$ cat src/rtl/disp_pkg.sv
// Shared constants for the 8-digit multiplexed 7-segment scanner.
// Segment order is {dp,g,f,e,d,c,b,a}, active-low.
package disp_pkg;

  typedef enum logic {
    MODE_HEX = 1'b0,
    MODE_GFX = 1'b1
  } disp_mode_e;

  localparam logic [7:0] SEG_OFF = 8'hFF;

  localparam logic [15:0][7:0] SEG_LUT = {
    8'h8E, 8'h86, 8'hA1, 8'hC6,
    8'h83, 8'h88, 8'h90, 8'h80,
    8'hF8, 8'h82, 8'h92, 8'h99,
    8'hB0, 8'hA4, 8'hF9, 8'hC0
  };

  function automatic logic [7:0] sel_of(logic [2:0] i);
    return ~(8'h01 << i);
  endfunction

endpackage

$ cat src/rtl/hex7seg_decode.sv
// Combinational hex nibble to active-low 7-segment pattern, dp off.
module hex7seg_decode
  import disp_pkg::*;
(
  input  logic [3:0] digit,
  output logic [7:0] seg
);

  assign seg = SEG_LUT[digit];

endmodule

$ cat src/rtl/disp_scan_ctrl.sv
// 8-digit 7-segment scan controller with per-frame payload shadowing.
// Optional ghost blanking of digit enables: define DISP_GHOST_BLANK_EN.
module disp_scan_ctrl
  import disp_pkg::*;
#(
  parameter int unsigned SCAN_DIV  = 50000,
  parameter int unsigned BLANK_CYC = 500
) (
  input  logic        clk,
  input  logic        rstn,
  input  logic [63:0] i_data,
  input  logic        disp_mode,
  output logic [7:0]  o_seg,
  output logic [7:0]  o_sel
);

  localparam int unsigned CW = $clog2(SCAN_DIV);
  localparam logic [CW-1:0] LAST = CW'(SCAN_DIV - 1);
  localparam logic [CW-1:0] BLANK_LAST = CW'(BLANK_CYC - 1);
`ifdef DISP_GHOST_BLANK_EN
  localparam bit GHOST = 1'b1;
`else
  localparam bit GHOST = 1'b0;
`endif

  logic [CW-1:0] cnt;
  logic [2:0]    idx;
  logic [2:0]    nxt_idx;
  logic          started;
  logic [63:0]   sh_data;
  disp_mode_e    sh_mode;
  logic [63:0]   data_sel;
  disp_mode_e    mode_sel;
  logic          tick;
  logic          frame_start;
  logic [3:0]    nib;
  logic [7:0]    hex_seg;
  logic [7:0]    seg_nxt;

  // First tick after reset is a frame start regardless of idx.
  always_comb begin
    tick        = (cnt == LAST);
    frame_start = tick && (!started || idx == 3'd7);
    nxt_idx     = frame_start ? 3'd0 : idx + 3'd1;
    data_sel    = frame_start ? i_data : sh_data;
    mode_sel    = frame_start ? disp_mode_e'(disp_mode) : sh_mode;
    nib         = data_sel[{nxt_idx, 2'b00} +: 4];
    seg_nxt     = hex_seg;
    if (mode_sel == MODE_GFX)
      seg_nxt = data_sel[{nxt_idx, 3'b000} +: 8];
  end

  hex7seg_decode u_dec (
    .digit (nib),
    .seg   (hex_seg)
  );

  always_ff @(posedge clk or negedge rstn) begin
    if (!rstn) begin
      cnt     <= '0;
      idx     <= 3'd0;
      started <= 1'b0;
      sh_data <= '0;
      sh_mode <= MODE_HEX;
      o_seg   <= SEG_OFF;
      o_sel   <= SEG_OFF;
    end else begin
      cnt <= tick ? '0 : cnt + 1'b1;
      if (tick) begin
        started <= 1'b1;
        idx     <= nxt_idx;
        o_seg   <= seg_nxt;
        o_sel   <= GHOST ? SEG_OFF : sel_of(nxt_idx);
        if (frame_start) begin
          sh_data <= i_data;
          sh_mode <= disp_mode_e'(disp_mode);
        end
      end else if (GHOST && started && cnt == BLANK_LAST) begin
        o_sel <= sel_of(idx);
      end
    end
  end

endmodule

$ cat config.mk
export PLATFORM = sky130hd
export DESIGN_NAME = disp_scan_ctrl
export DESIGN_NICKNAME = d
export VERILOG_FILES = /design/src/rtl/disp_pkg.sv /design/src/rtl/hex7seg_decode.sv /design/src/rtl/disp_scan_ctrl.sv
export SDC_FILE = /design/constraint.sdc
export NUM_CORES = 1
export LEC_CHECK = 0
export CAP_MARGIN = 20
export CORE_MARGIN = 2
export CORE_UTILIZATION = 49
export DETAILED_ROUTE_END_ITERATION = 10
export PLACE_DENSITY_LB_ADDON = 0.2
export SYNTH_ARGS = -nofsm -noshare
export SYNTH_HDL_FRONTEND = slang
export SYNTH_SLANG_ARGS = --single-unit
$ cat constraint.sdc
create_clock -name clk -period 3.1 [get_ports clk]
set_clock_uncertainty 0.2 [all_clocks]
set_input_delay 0.62 -clock clk [delete_from_list [all_inputs] [get_ports clk]]
set_output_delay 0.62 -clock clk [all_outputs]
set_load 0.005 [all_outputs]
Word-level counts from Yosys, hierarchy flattened

Memory sizes are Yosys's and may differ from the RTL's.
Cells that the tools add are included.

Add/sub/neg operators: 2
Order comparisons: 1
Equal/unequal tests: 2
Shift-type cells: 3
Multiplexer cells: 6
Bitwise operators: 1
Reductions and logical operators: 3

Operators with widths:

| cell                                                                  | count |
|---|---|
| 64-bit 2-to-1 mux                                                     | 1 |
| 64-bit by 6-bit indexed part select with 4-bit output                 | 1 |
| 64-bit by 7-bit indexed part select with 8-bit output                 | 1 |
| 16-bit by 1-bit adder with 16-bit output (second input constant)      | 1 |
| 16-bit == test (second input constant)                                | 1 |
| 16-bit 2-to-1 mux                                                     | 1 |
| 8-bit 2-to-1 mux                                                      | 2 |
| 8-bit NOT                                                             | 1 |
| 1-bit by 3-bit left shift with 8-bit output (first input constant)    | 1 |
| 4-bit by 5-bit < comparator with 1-bit output (second input constant) | 1 |
| 3-bit by 1-bit adder with 3-bit output (second input constant)        | 1 |
| 3-bit == test (second input constant)                                 | 1 |
| 3-bit 2-to-1 mux                                                      | 1 |
| 1-bit logical AND                                                     | 1 |
| 1-bit zero test                                                       | 1 |
| 1-bit logical OR                                                      | 1 |
| 1-bit 2-to-1 mux                                                      | 1 |

Register bits: 101
Bits in read-only memories: 128
Input port bits: 67
Output and inout bits: 16
Word-level logic and storage cells: 26
Memories kept: 1

Memory list:

| name            | depth | bits a word | rd ports | clocked after memory_dff | wr ports | RTL line            | text |
|---|---|---|---|---|---|---|---|
| (no name shown) | 16    | 8           | 1        | 0                        | 0        | hex7seg_decode.sv:9 | `assign seg = SEG_LUT[digit];` |

Depth between registers and ports, before layout

Depth after elaboration: 8
Mapped depth: 13
Depth with buffers taken out: 11

Cells and area by module

Synthesis repeated with hierarchy kept, for this count alone.

Cell total of the unflattened synthesis: 560
Area total of the unflattened synthesis: 5427.7 µm²

Modules (own cells, without submodules):

| module         | instances | cells an instance | area an instance (µm²) | sequential area each (µm²) |
|---|---|---|---|---|
| disp_scan_ctrl | 1         | 526               | 5141.2                 | 2547.4 |
| hex7seg_decode | 1         | 34                | 286.5                  | 0.0 |

Worst setup path after synthesis

OpenSTA, ideal clock, no wires.

Path type: register to register
Start point: register idx[0]
End point: register o_seg[3]
Library setup time: 0.077 ns
Data arrival time: 2.890 ns
Data required time: 2.823 ns
Setup slack: -0.067 ns
Cell stages (with the launch flop): 13
Buffers on the path: 1
Clock period less this slack: 3.167 ns
Path through: dfrtp_1 ha_1 ha_1 buf_2 mux4_2 mux2i_1 o21ai_1 inv_1 ha_1 nor3_1 a211oi_1 a211o_1 a31oi_1

Word-level cells in the longest chain between the ends: 8
Elaborated cells between the ends (all ways): 12
Classes of those cells: add/sub: 1; eq/ne: 1; shift: 2; mux: 5; reduce/logical: 2; memory: 1

Ends and longest elaborated chain:

| item                                                           | RTL line             | text |
|---|---|---|
| from (decl)                                                    | disp_scan_ctrl.sv:27 | `logic [2:0] idx;` |
| from (signal assigned)                                         | disp_scan_ctrl.sv:71 | `idx <= nxt_idx;` |
| branches (longest 7 deep; another with memory read 16 x 8 bit) | --                   |  |
| 8-bit 2-to-1 mux (*)                                           | disp_scan_ctrl.sv:49 | `if (mode_sel == MODE_GFX)` |
| to (signal assigned)                                           | disp_scan_ctrl.sv:72 | `o_seg <= seg_nxt;` |
| to (decl)                                                      | disp_scan_ctrl.sv:13 | `output logic [7:0] o_seg,` |

Mark *: on every way between the ends. The select of a mux whose other input is x is not followed.
A chain may end at the register's enable or synchronous reset.

Worst setup path in the final report

Start point: register cnt[0]
End point: register o_seg[3]

Word-level cells in the longest chain between the ends: 7
Elaborated cells between the ends (all ways): 10
Classes of those cells: eq/ne: 1; shift: 2; mux: 5; reduce/logical: 1; memory: 1

Ends and longest elaborated chain:

| item                                                         | RTL line             | text |
|---|---|---|
| from (decl)                                                  | disp_scan_ctrl.sv:26 | `logic [CW-1:0] cnt;` |
| from (signal assigned)                                       | disp_scan_ctrl.sv:68 | `cnt <= tick ? '0 : cnt + 1'b1;` |
| 16-bit == test (*)                                           | disp_scan_ctrl.sv:42 | `tick = (cnt == LAST);` |
| 1-bit logical AND                                            | disp_scan_ctrl.sv:43 | `frame_start = tick && (!started \|\| idx == 3'd7);` |
| 64-bit 2-to-1 mux / 3-bit 2-to-1 mux (equally long branches) | --                   |  |
| 64-bit by 6-bit indexed part select with 4-bit output        | disp_scan_ctrl.sv:47 | `nib = data_sel[{nxt_idx, 2'b00} +: 4];` |
| memory read 16 x 8 bit                                       | --                   |  |
| 8-bit 2-to-1 mux (not written as such)                       | hex7seg_decode.sv:9  |  |
| 8-bit 2-to-1 mux                                             | disp_scan_ctrl.sv:49 |  |

Mark *: on every way between the ends. The rest lies on a longest branch, timed or not. The select of a mux whose other input is x is not followed.

==> impl_summary.md <==
Synthesis
The post-synthesis instance area is 5235 um^2. The fraction of the yosys area taken by sequential cells is 48.66%. By area the synthesized netlist is led by dfrtp_1 (41%), nand2_1 (15%), dfstp_2 (8.0%), mux4_2 (6.5%), ha_1 (2.2%). The share of the synthesized area in the top cell type is a little over 40%. Of all cell types, the one taking the most synthesized area is dfrtp_1. Ranked by instance count, the synthesized netlist is headed by nand2_1 (207), dfrtp_1 (85), nor2_1 (30). The most used flip-flop cell after synthesis is dfrtp_1. The cell count after synthesis came out at 558. The async set-reset flop share out of synthesis is 100.0%.

The net count after synthesis is 634. The flop and latch count out of synthesis is 101. Averaged over all synthesized cells, the footprint is 9.382 um^2. The synthesized netlist contains 57 unique library cells. The Yosys step of the flow raised 0 warnings. The most common cell in the synthesized netlist is nand2_1. In this run, synthesis inferred 0 flip-flops with an integrated enable.

Floorplan
The die height is approximately 110 um. The core region area is between 10,000 and 15,000 um^2. The die covers around 12,000 um^2.

The initial core utilization is between 50 and 60%. The overall die width is 107.4 um. The number of rows in the core area is 37. The I/O pin count is 83.

CTS
The maximum number of buffers from clock root to sink is 2. For this design, the sink count on the clock tree is 101. The clock-pin slew on the worst setup and hold paths is 0.10 ns. Clock latency on the worst-skew pair, taken at its later pin, is 0.38 ns. TritonCTS built the clock tree. Clock tree synthesis selected as its root buffer the cell clkbuf_8. The total clock buffers created by CTS is 9. The H-tree generated during clock tree synthesis spans 3 levels.

Layout
The area growth from synthesis to layout is 28.63%. Registers take 2549 um^2. The number of antenna diodes in the final layout is 0.

The final design utilization is 64.94%. The area of combinational cells with multiple inputs is 2620 um^2. Cells with a size suffix above 1 make up between 10% and 20% of the layout. The number of fillers in the final layout is between 800 and 900.

For this run, the post-layout net count is 729.

Placement
The placed wire-length estimate is roughly 9800 um. Input and output buffers added on the ports amount to 82. At the end of routability-driven placement, the weighted congestion stood at 0.8869.

Power and ir drop
Of the total power, the share spent switching nets is 21.05%. The maximum ir drop on the vdd rail is 412.9 uV. The share of total power dissipated in sequential elements is 55.8%. The net switching power figure is 499.9 uW. The static leakage power is 2.755 nW. Cell internal power was estimated by the tool at 1.875 mW. Combinational logic is responsible for roughly 6% of the overall power. Total power for the finished layout comes to 2.375 mW. The clock network fraction of design power is about two fifths. The total power per unit cell area is 352.7 nW/um^2.

Hold path
The worst hold path belongs to the class reg -> reg. The startpoint of the most critical hold path is cnt[0].

Worst setup path
The required time reported for the critical path endpoint is between 3 and 4 ns. The worst setup path is captured at a register. The biggest fanout along the worst timing path is 10. The startpoint type of the worst setup path is a register. The critical path startpoint is cnt[0]. Data arrives at the worst endpoint at 3.08 ns. The kind of critical path is reg -> reg. The source of the worst register-to-register timing path is cnt[0].

Detailed routing
The detail-routed net length per standard cell is 17.08 um. The number of remaining DRC errors is 0. In the routed layout, each cell is associated on average with a via count of 5.443. The count of antenna-violating nets left after detailed routing is 0. Across all layers, the routed design uses 4,322 vias. Before antenna repair, the detailed router went through 4 iterations.

The total wire length after detailed routing is 13,570 um. The first routing iteration left about 370 violations.

STA
The number of failing hold endpoints at the final stage was 0. The top achievable clock speed is 0.3366 GHz. At the pin with the least slew margin, the transition time is 0.4349 ns. The final critical delay including setup and external delays is 2.971 ns. The worst slew margin relative to its limit is 70.26%. The worst slack on hold paths is 0.2635 ns. The final-report setup violation count is 0. The max-slew violation count is 0. The share of the clock period used by the worst path after layout is 95.84%.

GRT
The maximum number of pins on one net before global-route repair is 72. Global routing used 24.89% of the available tracks across all layers. The met2 track utilization from global routing is 35.62%. For this run, global-route usage on met3 was measured as 4.056%. Global routing finished with a remaining overflow of 0. In the global route stage, met1 resource usage came out at about two fifths.

The global-route wire length before repair is 21,910 um. The most crowded layer after global routing is met1. The number of antenna violations at the first check in global routing was 0.

The number of global-route vias before repair is 4,174.

Run status
The flow ran to the end, and the final reports show no timing, DRC or antenna violations.

Flow run
Across the run, the number of max-cap violations was 0.
==> cells in the final DEF, fill, tap and decap left out, drive strengths merged, types with 12 or more instances in the layout <==
cell / instances
a21oi: 17
buf: 34
clkbuf: 15
clkdlybuf4s50: 81
dfrtp: 85
dfstp: 16
mux2i: 12
mux4: 15
nand2: 209
nand3: 17
nor2: 31
o21ai: 16
==> worst max-delay path: stages, from the launching register on <==
cell	delay [ns]
dfrtp_1	0.37
ha_1	0.19
and3_1	0.29
and4_1	0.38
buf_4	0.24
and3_1	0.39
a21oi_1	0.08
a311oi_1	0.44
a41oi_1	0.12
a31oi_1	0.21
==> metal layers <==
metal  share of wire, %  vias to the layer above
li1                   -                     2082
met1                 48                     2097
met2                 44                      126
met3                5.7                       17
met4                2.0                        0
met5                  0                        -
==> stage by stage <==
step                      area [um^2]  instances  setup TNS [ns]  worst slack, ns
after CTS                        6569        788               0          0.03584
final                            6734        794               0           0.1289
after detailed placement         6337        771               0          0.06226
after floorplan                  5243        558               0         0.003825
after global placement           6337        771               0          0.09483
after global routing             6734        794        -0.01985         -0.01985
==> layout make-up <==
class	count	share of cell area (%)
multi-input combinational	420	38.91
sequential	101	37.85
timing repair buffer	117	17.21
clock buffer	14	2.713
tap	136	2.527
clock inverter	2	0.5760
inverter	4	0.2230
==> power by group through the flow <==
stage / Combinational, mW / Clock (mW) / Sequential (mW)
after global placement: 0.138 / 0 / 1.35
after CTS: 0.140 / 0.930 / 1.32
after floorplan: 0.00950 / 0 / 1.35
final: 0.140 / 0.911 / 1.32
after global routing: 0.152 / 0.980 / 1.33
after detailed placement: 0.138 / 0 / 1.35
==> kinds of logic (layout without fill, tap and decap cells) <==
kind of cell             Yosys count  in the layout  synth area share, %
AND/OR/NAND/NOR                  298            298                24.79
AO/OA/AOI/OAI                     66             66                8.461
buffers and inverters             37            137                3.322
XOR/XNOR                          14             14                2.342
adder cells (fa/ha/maj)            9              9                2.151
flip-flops                       101            101                48.66
multiplexers                      33             33                10.28
==> worst paths after layout <==
kind	cells after the start	slack, ns	endpoint
max in group asynchronous	3	1.53	sh_data[35]
min	1	0.26	cnt[0]
max	9	0.13	o_seg[3]
max reg2reg	9	0.13	o_seg[3]
min in group asynchronous	2	0.51	cnt[12]
min reg2reg	1	0.26	cnt[0]
==> sequential cells by signal, indices dropped and copies added (netlist names) <==
name	cells
sh_mode	1
idx	3
o_sel	8
cnt	16
o_seg	8
started	1
sh_data	64
==> timing repair <==
item / in CTS / in global routing
endpoints found under the setup margin: 0 / 7
hold endpoints to repair: 27 / 0
hold buffers: 1 / 0
buffers inserted: 0 / 5
resized for setup: 0 / 19
Note: power is estimated with default switching activity, not from simulation.
